$ cat src/rtl/mul_pkg.sv
// Shared definitions for the sequential shift-add multiplier.
// Contents:
//   mul_state_t  - controller state encoding (IDLE, CALC, FIX, DONE)
//   MUL_WIDTH    - default operand width of the eBPF datapath
//   cnt_width()  - bits needed to hold the CALC iteration count
package mul_pkg;

  typedef enum logic [1:0] {
    IDLE = 2'd0,
    CALC = 2'd1,
    FIX  = 2'd2,
    DONE = 2'd3
  } mul_state_t;

  localparam int MUL_WIDTH = 64;

  // The counter is loaded with width/bpc and counts down to 1, so it must
  // be able to represent width/bpc itself.
  function automatic int cnt_width(input int width, input int bpc);
    return $clog2(width / bpc + 1);
  endfunction

endpackage

$ cat src/rtl/mul_step.sv
// One combinational shift-add step of the multiplier.
// Ports:
//   acc      in  2*WIDTH         running partial product
//   mcand    in  2*WIDTH         multiplicand, already aligned to this step
//   mbits    in  BITS_PER_CYCLE  low multiplier bits retired this step
//   acc_next out 2*WIDTH         acc plus the selected shifted multiplicands
module mul_step #(
  parameter int WIDTH          = 64,
  parameter int BITS_PER_CYCLE = 1
) (
  input  logic [2*WIDTH-1:0]        acc,
  input  logic [2*WIDTH-1:0]        mcand,
  input  logic [BITS_PER_CYCLE-1:0] mbits,
  output logic [2*WIDTH-1:0]        acc_next
);

  logic [2*WIDTH-1:0] sum;

  // Multiplier bit i weights the multiplicand by 2^i within this step.
  // Operands are magnitudes bounded by 2^(WIDTH-1) .. 2^WIDTH-1, so the
  // 2*WIDTH-bit sum cannot wrap.
  always_comb begin
    sum = acc;
    for (int i = 0; i < BITS_PER_CYCLE; i++) begin
      if (mbits[i]) begin
        sum = sum + (mcand << i);
      end
    end
  end

  assign acc_next = sum;

endmodule

$ cat src/rtl/mul_64bit_seq.sv
// Multi-cycle shift-add WIDTH x WIDTH multiplier with a 2*WIDTH product.
// Signed operation multiplies magnitudes and negates the result when the
// operand signs differ. One operation in flight at a time.
// Ports:
//   clk, rst     clock, asynchronous active-high reset
//   in_valid/in_ready    request handshake; a, b, signed_mode sampled on accept
//   out_valid/out_ready  response handshake; y_lo/y_hi hold the product
//   y_lo         product bits [WIDTH-1:0]
//   y_hi         product bits [2*WIDTH-1:WIDTH]
module mul_64bit_seq
  import mul_pkg::*;
#(
  parameter int WIDTH          = MUL_WIDTH,
  parameter int BITS_PER_CYCLE = 1
) (
  input  logic             clk,
  input  logic             rst,
  input  logic             in_valid,
  output logic             in_ready,
  input  logic [WIDTH-1:0] a,
  input  logic [WIDTH-1:0] b,
  input  logic             signed_mode,
  output logic             out_valid,
  input  logic             out_ready,
  output logic [WIDTH-1:0] y_lo,
  output logic [WIDTH-1:0] y_hi
);

  localparam int CNT_W = cnt_width(WIDTH, BITS_PER_CYCLE);
  localparam int N_OPS = WIDTH / BITS_PER_CYCLE;
  localparam logic [CNT_W-1:0] CNT_LOAD = CNT_W'(N_OPS);
  localparam logic [CNT_W-1:0] CNT_ONE  = CNT_W'(1);

  mul_state_t           state;
  logic [2*WIDTH-1:0]   mcand;
  logic [WIDTH-1:0]     mplier;
  logic [2*WIDTH-1:0]   acc;
  logic [2*WIDTH-1:0]   acc_nxt;
  logic [CNT_W-1:0]     cnt;
  logic                 sign;
  logic [WIDTH-1:0]     y_lo_r;
  logic [WIDTH-1:0]     y_hi_r;
  logic [2*WIDTH-1:0]   result;

  logic signed [WIDTH-1:0] a_s;
  logic signed [WIDTH-1:0] b_s;

  assign a_s = a;
  assign b_s = b;

  // Magnitude as an unsigned value; -2^(WIDTH-1) maps to 2^(WIDTH-1) exactly.
  function automatic logic [WIDTH-1:0] abs_op(input logic signed [WIDTH-1:0] v,
                                              input logic                    sm);
    return (sm && (v < 0)) ? WIDTH'(-v) : WIDTH'(v);
  endfunction

  function automatic logic [2*WIDTH-1:0] neg_prod(input logic [2*WIDTH-1:0] v,
                                                  input logic               neg);
    return neg ? (~v + 1'b1) : v;
  endfunction

  mul_step #(
    .WIDTH          (WIDTH),
    .BITS_PER_CYCLE (BITS_PER_CYCLE)
  ) u_step (
    .acc      (acc),
    .mcand    (mcand),
    .mbits    (mplier[BITS_PER_CYCLE-1:0]),
    .acc_next (acc_nxt)
  );

  assign result = neg_prod(acc, sign);

  always_ff @(posedge clk or posedge rst) begin
    if (rst) begin
      state  <= IDLE;
      mcand  <= '0;
      mplier <= '0;
      acc    <= '0;
      cnt    <= '0;
      sign   <= 1'b0;
      y_lo_r <= '0;
      y_hi_r <= '0;
    end else begin
      unique case (state)
        // Accept: capture magnitudes and the product sign.
        IDLE: begin
          if (in_valid) begin
            mcand  <= {{WIDTH{1'b0}}, abs_op(a_s, signed_mode)};
            mplier <= abs_op(b_s, signed_mode);
            sign   <= signed_mode & ((a_s < 0) ^ (b_s < 0));
            acc    <= '0;
            cnt    <= CNT_LOAD;
            state  <= CALC;
          end
        end
        // Iterate: retire BITS_PER_CYCLE multiplier bits per edge.
        CALC: begin
          acc    <= acc_nxt;
          mcand  <= mcand << BITS_PER_CYCLE;
          mplier <= mplier >> BITS_PER_CYCLE;
          cnt    <= cnt - CNT_ONE;
          if (cnt == CNT_ONE) begin
            state <= FIX;
          end
        end
        // Sign fix-up and result load.
        FIX: begin
          acc    <= result;
          y_lo_r <= result[WIDTH-1:0];
          y_hi_r <= result[2*WIDTH-1:WIDTH];
          state  <= DONE;
        end
        // Hold the product until the consumer takes it.
        DONE: begin
          if (out_ready) begin
            state <= IDLE;
          end
        end
        default: state <= IDLE;
      endcase
    end
  end

  assign in_ready  = (state == IDLE);
  assign out_valid = (state == DONE);
  assign y_lo      = y_lo_r;
  assign y_hi      = y_hi_r;

endmodule

$ cat config.mk
export PLATFORM = sky130hd
export DESIGN_NAME = mul_64bit_seq
export DESIGN_NICKNAME = d
export VERILOG_FILES = /design/src/rtl/mul_pkg.sv /design/src/rtl/mul_step.sv /design/src/rtl/mul_64bit_seq.sv
export SDC_FILE = /design/constraint.sdc
export NUM_CORES = 2
export LEC_CHECK = 0
export ABC_AREA = 0
export CAP_MARGIN = 30
export CORE_UTILIZATION = 45
export CTS_CLUSTER_DIAMETER = 150
export DETAILED_ROUTE_END_ITERATION = 10
export HOLD_SLACK_MARGIN = 0.08
export PLACE_DENSITY_LB_ADDON = 0.05
export SYNTH_ARGS = -nofsm -noshare
export SYNTH_HDL_FRONTEND = slang
export SYNTH_HIERARCHICAL = 1
export SYNTH_SLANG_ARGS = --single-unit
export TNS_END_PERCENT = 20
$ cat constraint.sdc
create_clock -name clk -period 13.15 [get_ports clk]
set_input_delay 1.315 -clock clk [delete_from_list [all_inputs] [get_ports clk]]
set_output_delay 1.315 -clock clk [all_outputs]
set_load 0.03 [all_outputs]
Word-level counts from Yosys, hierarchy flattened. Index checks and enable logic that the tools add are counted.

Output and inout bits: 130. Word-level logic and storage cells: 51. Memories: 0. ROM bits: 0. Latch bits: 0. Register bits: 458. RAM bits: 0. Bits of input ports: 133.

Shift operators: 0. Reductions and logical operators: 9. Mux-type cells: 16. Add/subtract/negate cells: 5. Equality and inequality tests: 8. Divide/modulo/power cells: 0. Multiply operators: 0. Bitwise logic cells: 3. Magnitude comparators: 2.

Operators by type and width (number): 128-bit two-way mux (4); 128-bit case mux with 3 select lines (1); 128-bit case mux with 2 select lines (1); 64-bit two-way mux (3); 128-bit by 1-bit adder with 128-bit output (second input constant) (1); 128-bit adder (1); 64-bit by 1-bit less-than comparator with 1-bit output (second input constant) (2); 64-bit negation (2); 128-bit inverter (1); 64-bit case mux with 2 select lines (1); 7-bit case mux with 2 select lines (1); 2-bit case mux with 4 select lines (1); 7-bit by 1-bit == test with 1-bit output (second input constant) (1); 7-bit two-way mux (1); 7-bit by 1-bit subtractor with 7-bit output (second input constant) (1); 2-bit two-way mux (3); 2-bit != test (second input constant) (3); 3-bit AND reduction (2); 2-bit == test (second input constant) (2); 2-bit AND reduction (2); 3-bit nonzero test (1); 2-bit by 1-bit == test with 1-bit output (second input constant) (1); 1-bit logical AND (2); 2-bit logical NOT (1); 4 further kinds (4).

Logic depth before layout (Yosys ltp).
Depth in word-level cells: 5. Depth in mapped cells: 17. Mapped depth without buffers: 17.

Modules after synthesis. The synthesis kept the hierarchy.

Modules (own cells, without submodules): mul_64bit_seq (cells each 2961, seq. area each 11461.0 um^2, area each 26137.6 um^2, times used 1); mul_step (cells each 1493, seq. area each 0.0 um^2, area each 10128.5 um^2, times used 1).

Worst setup path after synthesis. No wires, ideal clock.

Kind: input to register. Start point: input b[10]. End point: register mplier[59]. Path buffers: 0. Required time: 13.013 ns. Arrival: 3.745 ns. Path slack: 9.268 ns. Stages on the path: 7. Library setup time: 0.137 ns. Cell sequence: or4_1 > nor4_1 > nand3_1 > o31a_1 > a21oi_1 > xnor2_1 > a21oi_1.

Longest elaborated chain between the ends: 5. Elaborated cells on any way between the ends: 6. Classes of those cells: 1 x add/sub; 1 x order compare; 3 x mux; 1 x reduce/logical.

Ends and longest elaborated chain: start, declared (RTL line mul_64bit_seq.sv:21) `input logic [WIDTH-1:0] b,`; 64-bit by 1-bit less-than comparator with 1-bit output (RTL line mul_64bit_seq.sv:54) `return (sm && (v < 0)) ? WIDTH'(-v) : WIDTH'(v);`; 1-bit logical AND (RTL line mul_64bit_seq.sv:54); 64-bit two-way mux (*) (RTL line mul_64bit_seq.sv:54); 64-bit two-way mux (*) (RTL line mul_64bit_seq.sv:88) `if (in_valid) begin`; 64-bit case mux with 2 select lines (*) (RTL line mul_64bit_seq.sv:85) `unique case (state)`; end signal, assigned (RTL line mul_64bit_seq.sv:90) `mplier <= abs_op(b_s, signed_mode);`; end signal, assigned (RTL line mul_64bit_seq.sv:101) `mplier <= mplier >> BITS_PER_CYCLE;`; end, declared (RTL line mul_64bit_seq.sv:36) `logic [WIDTH-1:0] mplier;`.

Every way passes the cells marked *; elsewhere a longest branch is shown, timed or not. The select of a mux whose other input is x is not followed. A chain may end at the register's enable or synchronous reset.

Worst setup path in the final report.
Start point: register acc[0]. End point: register acc[118].

Elaborated cells on any way between the ends: 6. Classes of those cells: 2 x add/sub; 3 x mux; 1 x bitwise.

RTL lines: start, declared (RTL line mul_64bit_seq.sv:37) `logic [2*WIDTH-1:0] acc;`; start signal, assigned (RTL line mul_64bit_seq.sv:99) `acc <= acc_nxt;`; start signal, assigned (RTL line mul_64bit_seq.sv:109) `acc <= result;`; 128-bit adder (RTL line mul_step.sv:26) `sum = sum + (mcand << i);`; 128-bit two-way mux (RTL line mul_step.sv:25) `if (mbits[i]) begin`; named net acc_nxt[118] (RTL line mul_64bit_seq.sv:38) `logic [2*WIDTH-1:0] acc_nxt;`; 128-bit case mux with 3 select lines (RTL line mul_64bit_seq.sv:85).

The timed path passes the listed nets, and every way through them passes these cells. The select of a mux whose other input is x is not followed.

==> results by group <==
Run status
  – Status: complete, no violations

Yosys
  – Top post-synthesis cells by area: dfrtp_1 (32%), a21oi_1 (6.8%), xnor2_1 (5.1%), o21ai_0 (5.0%), ha_1 (4.7%)
  – Avg Inst Size Synth: 8.14 um2
  – Yosys top cell area share: 31.6%
  – Synthesized area: 0.0363 mm2
  – Cell with the most instances after synthesis: a21oi_1
  – Post-synth EDFFs: 0
  – Synth top cells by count: a21oi_1 (495), dfrtp_1 (458), nand2_1 (413)
  – Warnings from Yosys: 6
  – Async S/R FF share, synth: 100%
  – Mapped Cells: 4454
  – Net Count, Synth: 4725
  – Synth area leader: dfrtp_1
  – Sequential share of the synthesized area: 31.6%
  – Synth Register Bits: 458
  – Commonest register cell after synthesis: dfrtp_1
  – Distinct cells, synth: 88

Cells and area
  – Share of cells above drive strength 1: 7.92%
  – # fillers: 7687
  – Nets: 4782
  – Combined area of the multi-input logic cells: 0.0233 mm2
  – Seq. cell area: 0.0115 mm2
  – Area grow syn2layout: 14.7%

Timing
  – Min Clock Period, post-route: 5.09 ns
  – Tcrit/Tclk final: 38.7%
  – Final Skew: 0.0343 ns
  – Setup violations, final: 0
  – Max Fclk: 196 MHz
  – Relative slew slack: 23.0%
  – RSZ-0062 raised after global routing: false
  – Slew Limit Fails: 0
  – Worst-margin pin slew: 1.15 ns
  – Fin. Hold Viols: 0
  – Setup TNS: 0 ns

Clock tree
  – Worst-Skew Late Latency: 0.66 ns
  – Post-CTS setup repair buffer count: 0
  – Hold_buf cts: 0
  – Cts repair resizes: 0
  – Clock-pin transition on the worst setup and hold timing paths: 0.06 ns
  – CTS buffer count: 54
  – Root Buffer: clkbuf_16
  – Max Root-Sink Buffers: 3
  – CTS tree: done
  – # H-tree levels: 2
  – Clock sinks: 458

Worst setup path
  – Cell chain of the critical path: ha_1 -> fa_1 -> a21o_1 -> a221oi_2 -> o41a_1 -> o21ai_0 -> a22oi_1 -> a21oi_1 -> nand4b_1 -> a21oi_1 -> nor2_1 -> o21ai_0 -> xnor2_1 -> mux2_2 -> nand2_1 -> o31ai_1 -> a22o_1
  – Crit-path max FO: 8
  – Critical Path Max Stage Delay: 0.63 ns
  – CP endpoint kind: flop
  – R2R cell count: 17
  – Setup slack, reg-to-reg: 8.06 ns
  – Startpoint types: flop
  – R2r endpoint: acc[118]
  – CP max stage cell: a22oi_1
  – Worst EP required: 13.68 ns
  – Worst EP arrival: 5.62 ns
  – Critical path class: flop to flop
  – Reg-to-Reg Start: acc[0]

Min path
  – Hold Crit Class: flop to flop
  – Min-Delay Endpoint: mplier[44]
  – Hold Path Origin: mplier[44]
  – Hold Crit Depth: 2

Floorplanning
  – Die area: 0.0817 mm2
  – Core box area: 0.0794 mm2
  – Cell row count: 103
  – Io pins: 263
  – Initial cell density of the core: 45.7%
  – Die W: 286 um
  – Die H: 286 um

Pwr
  – Tot Pwr: 12900 uW
  – Leakage Power: 0.0175 uW
  – IR drop worst, VDD: 0.000248 V
  – Pwr Density: 311 mW/mm2

GRT
  – GR Util met1: 44.6%
  – Global route hottest layer: met2
  – Largest net degree at the start of global routing: 226
  – Number of global-route vias before repair: 33500
  – Initial antenna violation count: 2
  – First-pass GRT wire length: 214 mm
  – Total Routing Usage GR: 34.0%
  – Grt total ovfl: 0
  – Met3 GRT Util: 4.40%
  – Met2 Track Usage GR: 53.5%

Routing
  – Drt first pass iters: 7
  – Iteration-0 DRC Markers: 3888
  – Drt drc: 0
  – Final WL: 142 mm
  – Routed Antenna Nets: 0
  – Via density: 6.33
  – Vias: 35500
  – Routed len/inst: 25.4 um

Place
  – DP Wirelength: 106 mm
  – Routability Congestion: 0.995
  – IO Port Bufs: 262

Run
  – Max-cap violation count: 0
## cells in the final DEF, fill, tap and decap left out, drive strengths merged, types with 121 or more instances in the layout
cell type,count
a21oi,496
dfrtp,458
nand2,414
o21ai,370
nor2,336
clkdlybuf4s50,262
xnor2,210
xor2,157
mux2,144
ha,137
inv,121
## where the power goes
group          total (uW)  internal, uW  switching [uW]
Clock                1690          1020             680
Sequential           2610          1950             667
Combinational        8630          2770            5860
## sequential cells by signal, summed over array words and instances (netlist names)
| register | count |
|---|---|
| y_lo | 64 |
| y_hi | 64 |
| sign | 1 |
| mplier | 64 |
| mcand | 128 |
| state | 2 |
| cnt | 7 |
| acc | 128 |
## routing by layer
layer | share of wire [%] | up-vias | wire (um)
met5 | 0 | - | 0
met2 | 45 | 1553 | 64200
met4 | 6.8 | 0 | 9710
met1 | 41 | 17100 | 58700
li1 | - | 16500 | -
met3 | 6.8 | 354 | 9710
## worst max-delay path by stage
stage / start / end / slack, ns / cells past startpoint
2_1_floorplan: rst / acc[0] / 5.64 / 1
3_3_place_gp: acc[0] / acc[118] / 8.25 / 17
3_5_place_dp: acc[0] / acc[118] / 8.16 / 17
4_1_cts: acc[0] / acc[118] / 8.13 / 17
5_1_grt: acc[0] / acc[98] / 7.75 / 16
6_report: acc[0] / acc[118] / 8.06 / 17
## through the flow
step / area [um2] / util [%] / setup WS (ns) / hold slack, ns / std cells
2_1_floorplan: 36300 / - / 5.64 / 0.441 / 4454
3_3_place_gp: 39500 / 49.8 / 8.25 / 0.460 / 5501
3_5_place_dp: 39500 / 49.8 / 8.16 / 0.470 / 5503
4_1_cts: 41500 / 52.3 / 8.13 / 0.484 / 5604
5_1_grt: 41600 / 52.4 / 7.75 / 0.507 / 5606
6_report: 41600 / 52.4 / 8.06 / 0.480 / 5608
## layout make-up
cell class | instances | area share (%)
Antenna cell | 2 | 0.0120
Clock buffer | 73 | 3.76
Clock inverter | 28 | 1.03
Inverter | 119 | 1.08
Multi-Input combinational cell | 3569 | 56.0
Sequential cell | 458 | 27.6
Tap cell | 1050 | 3.16
Timing Repair Buffer | 309 | 7.42
## critical path: cells and delay by family (launching register included)
family / cells / cell delay, ns
muxes: 1 / 0.26
xor gates and xnor gates: 1 / 0.16
adders and majority gates: 2 / 0.67
and+or+nand+nor: 3 / 0.85
DFF: 1 / 0.46
AOI/OAI and AO/OA: 10 / 2.56
## cells by family after synthesis
group,count (synthesis),synth area share (%)
simple gates,1378,18.6
compound gates,1507,26.2
flops,458,31.6
xor+xnor,367,8.86
buf+inv,427,4.51
mux,179,5.44
fa+ha+maj,138,4.78
(Power assumes the default switching activity.)
